--- src/rtl/pipelined_adder_pkg.sv ---
// Shared types and helpers for the pipelined add/subtract unit.
// Saturation limits are only consumed when PIPELINED_ADDER_SAT_EN is defined.
package pipelined_adder_pkg;

    localparam int MAX_W = 1024;

    // Control half of a stage record; the data half is sized per stage in the top.
    typedef struct packed {
        logic valid;
        logic carry;
    } stage_ctl_t;

    function automatic int chunk_w(input int width, input int stages);
        return width / stages;
    endfunction

    function automatic logic [MAX_W-1:0] sat_pos(input int width);
        return (MAX_W'(1) << (width - 1)) - MAX_W'(1);
    endfunction

    function automatic logic [MAX_W-1:0] sat_neg(input int width);
        return MAX_W'(1) << (width - 1);
    endfunction

endpackage

--- src/rtl/pipelined_adder_chunk.sv ---
// CHUNK-bit combinational ripple adder built from full adders; also exposes
// the carry into its top bit so the last chunk can flag signed overflow.
module full_adder (
    input  logic a,
    input  logic b,
    input  logic cin,
    output logic sum,
    output logic cout
);
    assign sum  = a ^ b ^ cin;
    assign cout = (a & b) | (cin & (a ^ b));
endmodule

module adder_chunk #(
    parameter int CHUNK = 8
) (
    input  logic [CHUNK-1:0] a,
    input  logic [CHUNK-1:0] b,
    input  logic             cin,
    output logic [CHUNK-1:0] sum,
    output logic             cout,
    output logic             c_msb_in
);
    logic [CHUNK:0] c;

    assign c[0] = cin;

    for (genvar i = 0; i < CHUNK; i++) begin : g_bit
        full_adder u_fa (
            .a    (a[i]),
            .b    (b[i]),
            .cin  (c[i]),
            .sum  (sum[i]),
            .cout (c[i+1])
        );
    end

    assign cout     = c[CHUNK];
    assign c_msb_in = c[CHUNK-1];
endmodule

--- src/rtl/pipelined_adder.sv ---
// Pipelined WIDTH-bit add/subtract, one CHUNK-bit ripple per stage, valid/ready on both sides.
// Define PIPELINED_ADDER_SAT_EN to clamp overflowing results to the signed limits.
module pipelined_adder
    import pipelined_adder_pkg::*;
#(
    parameter int WIDTH  = 32,
    parameter int STAGES = 4
) (
    input  logic             clk,
    input  logic             rst_n,
    input  logic             in_valid,
    output logic             in_ready,
    input  logic [WIDTH-1:0] a,
    input  logic [WIDTH-1:0] b,
    input  logic             cin,
    input  logic             sub,
    output logic             out_valid,
    input  logic             out_ready,
    output logic [WIDTH-1:0] sum,
    output logic             cout,
    output logic             ovf
);
    localparam int CHUNK = chunk_w(WIDTH, STAGES);

    if (STAGES < 1 || STAGES > WIDTH || (WIDTH % STAGES) != 0) begin : g_bad_cfg
        $error("pipelined_adder: WIDTH must be a multiple of STAGES, 1 <= STAGES <= WIDTH");
    end

    // Handshake: a stage loads only when adv is high; the output slot frees when it is
    // consumed or empty, so in_ready = adv and a bubble at the output never stalls the pipe.
    logic             adv;
    logic [WIDTH-1:0] b_eff;
    logic             cin_eff;
    logic             ovf_q;

    assign adv      = out_ready | ~out_valid;
    assign in_ready = adv;
    assign b_eff    = sub ? ~b : b;
    assign cin_eff  = sub | cin;

    for (genvar k = 0; k < STAGES; k++) begin : g_stage
        localparam int HI = WIDTH - k * CHUNK;
        localparam int LO = (k + 1) * CHUNK;

        logic [HI-1:0]    a_in;
        logic [HI-1:0]    b_in;
        stage_ctl_t       ctl_in;
        stage_ctl_t       ctl_q;
        logic [CHUNK-1:0] s;
        logic             co;
        logic             cm;
        logic [LO-1:0]    sum_raw;
        logic [LO-1:0]    sum_d;
        logic [LO-1:0]    sum_q;

        adder_chunk #(.CHUNK(CHUNK)) u_chunk (
            .a        (a_in[CHUNK-1:0]),
            .b        (b_in[CHUNK-1:0]),
            .cin      (ctl_in.carry),
            .sum      (s),
            .cout     (co),
            .c_msb_in (cm)
        );

        if (k == 0) begin : g_head
            assign a_in         = a;
            assign b_in         = b_eff;
            assign ctl_in.valid = in_valid;
            assign ctl_in.carry = cin_eff;
            assign sum_raw      = s;
        end else begin : g_tail
            // Skew registers: carry forward only the operand chunks not yet added.
            always_ff @(posedge clk or negedge rst_n) begin
                if (!rst_n) begin
                    a_in <= '0;
                    b_in <= '0;
                end else if (adv) begin
                    a_in <= g_stage[k-1].a_in[WIDTH-(k-1)*CHUNK-1:CHUNK];
                    b_in <= g_stage[k-1].b_in[WIDTH-(k-1)*CHUNK-1:CHUNK];
                end
            end
            assign ctl_in  = g_stage[k-1].ctl_q;
            assign sum_raw = {s, g_stage[k-1].sum_q};
        end

        if (k == STAGES - 1) begin : g_last
`ifdef PIPELINED_ADDER_SAT_EN
            localparam logic [WIDTH-1:0] SAT_POS = WIDTH'(sat_pos(WIDTH));
            localparam logic [WIDTH-1:0] SAT_NEG = WIDTH'(sat_neg(WIDTH));
            logic pos;
            assign pos   = ~a_in[CHUNK-1] & ~b_in[CHUNK-1];
            assign sum_d = (cm ^ co) ? (pos ? SAT_POS : SAT_NEG) : sum_raw;
`else
            assign sum_d = sum_raw;
`endif
        end else begin : g_mid
            logic unused_cm;
            assign unused_cm = cm;
            assign sum_d     = sum_raw;
        end

        always_ff @(posedge clk or negedge rst_n) begin
            if (!rst_n) begin
                ctl_q <= '0;
                sum_q <= '0;
            end else if (adv) begin
                ctl_q.valid <= ctl_in.valid;
                ctl_q.carry <= co;
                sum_q       <= sum_d;
            end
        end
    end

    always_ff @(posedge clk or negedge rst_n) begin
        if (!rst_n) begin
            ovf_q <= 1'b0;
        end else if (adv) begin
            ovf_q <= g_stage[STAGES-1].cm ^ g_stage[STAGES-1].co;
        end
    end

    assign out_valid = g_stage[STAGES-1].ctl_q.valid;
    assign cout      = g_stage[STAGES-1].ctl_q.carry;
    assign sum       = g_stage[STAGES-1].sum_q;
    assign ovf       = ovf_q;

endmodule

--- config.mk ---
export PLATFORM = sky130hd
export DESIGN_NAME = pipelined_adder
export DESIGN_NICKNAME = d
export VERILOG_FILES = /design/src/rtl/pipelined_adder_pkg.sv /design/src/rtl/pipelined_adder_chunk.sv /design/src/rtl/pipelined_adder.sv
export SDC_FILE = /design/constraint.sdc
export NUM_CORES = 1
export LEC_CHECK = 0
export CORE_MARGIN = 3
export CORE_UTILIZATION = 34
export CTS_CLUSTER_SIZE = 20
export DETAILED_ROUTE_END_ITERATION = 8
export GPL_ROUTABILITY_DRIVEN = 0
export PLACE_DENSITY = 0.5
export SLEW_MARGIN = 20
export SYNTH_ARGS = -nofsm -noshare
export SYNTH_HDL_FRONTEND = slang
export SYNTH_SLANG_ARGS = --single-unit
--- constraint.sdc ---
create_clock -name clk -period 12.25 [get_ports clk]
set_input_delay 1.225 -clock clk [delete_from_list [all_inputs] [get_ports clk]]
set_output_delay 1.225 -clock clk [all_outputs]
set_load 0.02 [all_outputs]
==> results.yml, run 1 <==
place:
  place.detailed.hpwl_mm: 9.39
  place_area_mm2: 0.00926
  port_buffers: 105
  placedCellCount: 904
drt:
  finalWirelength_mm: 14.7
  drt_first_iter_violations: 162
  drt_drc_violations_left: 0
  routed-via-count: 4168
  drt-pass1-iter-count: 4
  antenna_left: 0
  route.detailed.wl_per_inst_um: 15.7
  route.detailed.vias_per_inst: 4.46
synth:
  synth-seq-cells: 185
  synth_nets: 611
  synth-seq-area-share_pct: 58.0
  synth_top_area_share_pct: 58.0
  largest_cells_by_area_after_synthesis: "dfrtp_1 58%, mux2_2 16%, fa_1 8.0%, mux2_1 7.1%, xor2_1 2.5%"
  yosys.area.top_type: "dfrtp_1"
  post-synth-top-count-cell: "dfrtp_1"
  synth.avg_cell_area_um2: 15.7
  synthCells: 509
  library_cells_used_by_synthesis: 18
  yosysWarningCount: 0
  netlist_area_before_placement_mm2: 0.00798
  synth_enable_flop_cells: 0
  synthFlopType: "dfrtp_1"
  netlist_top_cells_count: "185 x dfrtp_1, 116 x mux2_2, 50 x mux2_1"
  async_reset_ff_share_pct: 100
status:
  status: "finished, final reports clean"
floorplan:
  initial_core_util_pct: 34.9
  die_h_um: 159
  row_count: 55
  fp.dieW_um: 159
  fp.dieArea_mm2: 0.0253
  core_region_area_mm2: 0.0228
  ioPinCount: 106
timing:
  worst_pin_slew_ns: 0.980
  timing.final.crit_period_ns: 5.36
  hold_violations: 0
  tns_ns: 0
  slew_headroom_pct: 34.6
  timing.clock.skew_ns: 0.00772
  setup_violations: 0
  layout_worst_path_cycle_share_pct: 43.7
  setup_repair_after_global_routing_missed_its_margin: "false"
  final-max-slew-violation-count: 0
  fmax_ghz: 0.187
power_and_ir_drop:
  power.leakage_nw: 4.08
  power-per-cell-area_mw_per_mm2: 251
  design_power_total_mw: 2.47
  ir_worst_vdd_mv: 0.119
cts:
  cts-root-to-sink-buffers: 2
  cts.reportedPaths.clkPinSlew_ns: 0.06
  number_of_buffers_added_by_the_clock_tree_synthesis_step: 17
  tritoncts_num_sinks: 185
  post_cts_buffers: 0
  post_cts_hold_buffer_count: 0
  cts_htree_levels: 4
  clock_tree_root_buffer_cell: "clkbuf_16"
  cts_resized: 0
  tritoncts: "yes"
  clk_latency_ns: 0.42
setup_path:
  crit_path_max_incr_delay_ns: 0.51
  worst_setup_path_end: "g_stage[0].sum_q[7]"
  timing.reg2reg.worst_path_depth: 13
  cell_by_cell_trace_of_the_critical_path: "buf_2 > buf_4 > xnor2_1 > fa_1 > fa_1 > fa_1 > fa_1 > fa_1 > fa_1 > fa_1 > inv_1 > fa_1 > mux2_1"
  worst_setup_path_startpoint: "sub"
  setup_slack_of_the_most_critical_reg_to_reg_path_ns: 7.88
  most_prevalent_standard_cell_on_the_critical_path: "fa_1"
  max_fanout_on_critical_path: 33
  required_ns: 12.55
  cell_with_the_largest_stage_delay_on_the_worst_path: "buf_4"
  cp.arrival_ns: 5.66
  worst-setup-path-type: "in -> reg"
  critPathLaunchType: "primary input"
  end_kind: "flip-flop"
  critical_path.reg2reg.startpoint: "g_stage[3].a_in[0]"
  critical_path.reg2reg.endpoint: "ovf"
global_routing:
  grt_max_degree: 117
  globalRoute.totalOverflow: 0
  antenna_found_initial: 0
  number_of_global_route_vias_before_repair: 4763
  grt_resource_usage_total_pct: 12.3
  grt_first_pass_wirelength_mm: 24.9
cells_and_area:
  n_antenna_cell: 0
  post-route-cell-area_mm2: 0.00983
  drive_above_1_share_pct: 24.8
  synthToLayoutAreaGrowth_pct: 23.2
  fillerInstances: 2097
  final-instance-count-excl-fill: 935
  nNetsFinal: 712
worst_hold_path:
  worst_hold_path_type: "reg -> reg"
flow_run:
  maxCapViolations: 0
## placed cells by master (no fill, tap or decap)
master	Yosys	routed
a21oi_1	15	15
buf_2	11	1
buf_4	7	4
bufinv_16	0	1
clkbuf_1	2	1
clkbuf_16	0	17
clkbuf_8	0	5
clkdlybuf4s50_1	0	103
clkinv_2	0	2
clkinvlp_4	0	3
dfrtp_1	185	185
fa_1	32	32
inv_1	29	29
inv_4	0	1
inv_6	0	3
mux2_1	50	50
mux2_2	116	116
mux2i_1	3	3
nand2b_1	1	1
nor2_1	1	1
nor2b_4	1	1
nor3b_1	15	15
xnor2_1	10	10
xor2_1	23	23
## flip-flops by register name, indices dropped and copies added (netlist names)
register	count
ovf	1
g_stage.ctl_q	6
sum	32
cout	1
g_stage.a_in	48
out_valid	1
g_stage.sum_q	48
g_stage.b_in	48
## critical path: cells and delay by family
| family | cells | cell delay (ns) |
|---|---|---|
| adder cells (fa/ha/maj) | 8 | 3.28 |
| multiplexers | 1 | 0.30 |
| buffers and inverters | 3 | 0.65 |
| XOR/XNOR | 1 | 0.20 |
## metrics by stage
stage / worst slack, ns / hold slack [ns] / utilization, %
finish: 6.89 / 0.456 / 43.0
global route: 6.72 / 0.493 / 43.0
CTS: 6.85 / 0.463 / 43.0
detailed placement: 6.40 / 0.452 / 40.5
global placement: 6.47 / 0.439 / 40.5
floorplan: 6.94 / 0.428 / -
## per-layer routing
metal / global-route usage (%) / part of all wire [%] / vias up
li1: - / - / 1905
met1: 17.0 / 49 / 2162
met2: 18.9 / 46 / 89
met3: 3.30 / 4.3 / 12
met4: 3.82 / 1.1 / 0
met5: 0 / 0 / -
## final cells by class
type	count	area, um^2	share of cell area (%)
clock inverters	9	88.8	0.904
flip-flops and latches	185	4630	47.1
well taps	313	392	3.98
inverters	30	115	1.17
clock buffers	22	484	4.93
repair buffers	109	1080	11.0
multi-input cells	267	3040	30.9
## how the worst min path moves through the flow
| stage | start | endpoint | cells after the start |
|---|---|---|---|
| final | g_stage[2].ctl_q[1] | out_valid | 1 |
| after global routing | g_stage[2].ctl_q[1] | out_valid | 1 |
| after CTS | g_stage[2].ctl_q[1] | out_valid | 1 |
| after detailed placement | g_stage[2].ctl_q[1] | out_valid | 1 |
| after global placement | g_stage[2].ctl_q[1] | out_valid | 1 |
| after floorplan | g_stage[2].ctl_q[1] | out_valid | 1 |
## report_power, final
group | switching (mW) | internal (mW) | leakage, nW | total [mW]
sequential | 0.150 | 0.888 | 2.14 | 1.04
clock | 0.232 | 0.302 | 0.275 | 0.534
combinational | 0.389 | 0.503 | 1.66 | 0.892
total | 0.771 | 1.69 | 4.08 | 2.47
## logic make-up (layout without fill, tap and decap cells)
| logic type | Yosys count | after routing | share of synthesized area [%] |
|---|---|---|---|
| flip-flops | 185 | 185 | 58.0 |
| multiplexers | 169 | 169 | 23.8 |
| buffers and inverters | 57 | 170 | 3.84 |
| XOR/XNOR | 33 | 33 | 3.62 |
| adder cells (fa/ha/maj) | 32 | 32 | 8.03 |
| AND/OR/NAND/NOR | 18 | 18 | 1.71 |
| AO/OA/AOI/OAI | 15 | 15 | 0.941 |
Note: power is estimated with default switching activity, not from simulation.
==> run 2: changes to the inputs <==
PLACE_DENSITY = 0.52   (was 0.5)
clock period = 4.8 ns   (was 12.25 ns; I/O delays follow)
==> run 2 against run 1 <==
Utilization up 0.26 points. Clock skew up 0.0046 ns. Count of clock-buffer cells in the layout down 3. Critical path depth down 1. Worst setup slack worse by 6.4 ns. Clock power rose to 2.7 times the previous value.
==> results.yml, run 2 (synthesis results as in run 1) <==
power_and_ir_drop:
  power.leakage_nw: 4.11
  swShare_pct: 31.0
  clock_power_share_pct: 22.5
  power-per-cell-area_mw_per_mm2: 641
  design_power_total_mw: 6.34
  combPwrFrac_pct: 36.0
  cell_internal_pwr_mw: 4.38
  ir_worst_vdd_mv: 0.244
  pwr-share-seq_pct: 41.5
  switchingPower_mw: 1.96
cells_and_area:
  synthToLayoutAreaGrowth_pct: 24.0
  final-instance-count-excl-fill: 939
  most_common_library_cell_in_the_layout_ignoring_fill_and_taps: "dfrtp_1"
  fillerInstances: 2092
  drive_above_1_share_pct: 25.0
  largest_registers: "g_stage.sum_q: 48 flops, g_stage.a_in: 48 flops, g_stage.b_in: 48 flops"
  nNetsFinal: 715
  layout_common_cells: "185 x dfrtp_1, 116 x mux2_2, 103 x clkdlybuf4s50_1, 50 x mux2_1, 32 x fa_1"
  post-route-cell-area_mm2: 0.00989
floorplan:
  initial_core_util_pct: 34.9
  core_region_area_mm2: 0.0228
  die_h_um: 159
  row_count: 55
  fp.dieArea_mm2: 0.0253
  ioPinCount: 106
  fp.dieW_um: 159
setup_path:
  end_kind: "flip-flop"
  critPathLaunchType: "primary input"
  required_ns: 5.10
  cell_with_the_largest_stage_delay_on_the_worst_path: "fa_1"
  worst-setup-path-type: "in -> reg"
  most_prevalent_standard_cell_on_the_critical_path: "fa_1"
  cp.arrival_ns: 4.64
  max_fanout_on_critical_path: 1
  cell_by_cell_trace_of_the_critical_path: "clkdlybuf4s50_1 > xnor2_1 > fa_1 > fa_1 > fa_1 > fa_1 > fa_1 > fa_1 > fa_1 > inv_1 > fa_1 > mux2_1"
  crit_path_max_incr_delay_ns: 0.44
cts:
  cts_htree_levels: 4
  tritoncts: "yes"
  clock_tree_root_buffer_cell: "clkbuf_16"
  cts-root-to-sink-buffers: 2
  number_of_buffers_added_by_the_clock_tree_synthesis_step: 17
  post_cts_hold_buffer_count: 0
  cts_resized: 0
  post_cts_buffers: 0
  clk_latency_ns: 0.42
  tritoncts_num_sinks: 185
  cts.reportedPaths.clkPinSlew_ns: 0.07
drt:
  routed-via-count: 4175
  antenna_left: 0
  route.detailed.vias_per_inst: 4.45
  drt-pass1-iter-count: 4
  drt_first_iter_violations: 132
  drt_drc_violations_left: 0
  route.detailed.wl_per_inst_um: 15.4
  finalWirelength_mm: 14.5
global_routing:
  grt_max_degree: 111
  number_of_global_route_vias_before_repair: 4746
  antenna_found_initial: 0
  grt_resource_usage_total_pct: 12.3
  globalRoute.totalOverflow: 0
  grt_first_pass_wirelength_mm: 25.0
status:
  status: "finished, final reports clean"
place:
  place_area_mm2: 0.00929
  port_buffers: 105
  placedCellCount: 907
  place.detailed.hpwl_mm: 9.39
flow_run:
  maxCapViolations: 0
timing:
  worst_pin_slew_ns: 0.894
  fmax_ghz: 0.230
  timing.clock.skew_ns: 0.0123
  layout_worst_path_cycle_share_pct: 90.5
  slew_headroom_pct: 40.4
  hold_violations: 0
  setup_violations: 0
  tns_ns: 0
  timing.final.crit_period_ns: 4.34
  final-max-slew-violation-count: 0
  setup_repair_after_global_routing_missed_its_margin: "false"
worst_hold_path:
  worst_hold_path_type: "in -> async"
-- run 2: worst max-delay path: cells and delay by family --
| kind | cells | cell delay, ns |
|---|---|---|
| mux | 1 | 0.30 |
| buf+inv | 2 | 0.50 |
| xor+xnor | 1 | 0.15 |
| fa+ha+maj | 8 | 3.20 |
-- run 2: path summary, 6_finish.rpt --
path	start	cells after the start	slack, ns	endpoint
min in group clk	g_stage[2].ctl_q[1]	1	0.47	out_valid
setup reg to reg	g_stage[3].a_in[0]	13	0.48	ovf
hold / removal	rst_n	1	0.05	sum[12]
setup / recovery	b[0]	12	0.46	g_stage[0].sum_q[7]
max in group asynchronous	rst_n	2	3.74	g_stage[2].b_in[13]
hold reg to reg	g_stage[2].ctl_q[1]	1	0.47	out_valid
-- run 2: layout make-up --
cell class	count	area (um^2)	area share, %
clock inverters	12	163	1.64
diodes	1	2.50	0.0253
repair buffers	112	1110	11.3
clock buffers	19	433	4.38
inverters	30	115	1.16
flip-flops and latches	185	4630	46.8
well taps	313	392	3.96
multi-input cells	267	3040	30.7
-- run 2: through the flow --
step	worst slack, ns	hold slack [ns]	utilization (%)
6_report	0.456	0.0503	43.3
3_5_place_dp	-0.0377	0.467	40.7
2_1_floorplan	0.237	0.184	-
3_3_place_gp	0.0491	0.455	40.7
5_1_grt	0.255	0.0920	43.3
4_1_cts	0.429	0.0860	43.3
-- run 2: power groups by stage --
stage | clock network, mW | registers [mW] | logic [mW]
after floorplan | 0 | 2.75 | 1.43
after global placement | 0 | 2.65 | 2.29
after detailed placement | 0 | 2.68 | 2.34
after CTS | 1.48 | 2.65 | 2.35
after global routing | 1.55 | 2.73 | 2.57
final | 1.43 | 2.63 | 2.28
-- run 2: routing by layer --
layer | part of all wire [%] | vias to the layer above | track usage, %
li1 | - | 1924 | -
met1 | 50 | 2148 | 17.7
met2 | 45 | 85 | 18.1
met3 | 3.7 | 18 | 3.43
met4 | 1.8 | 0 | 4.22
met5 | 0 | - | 0
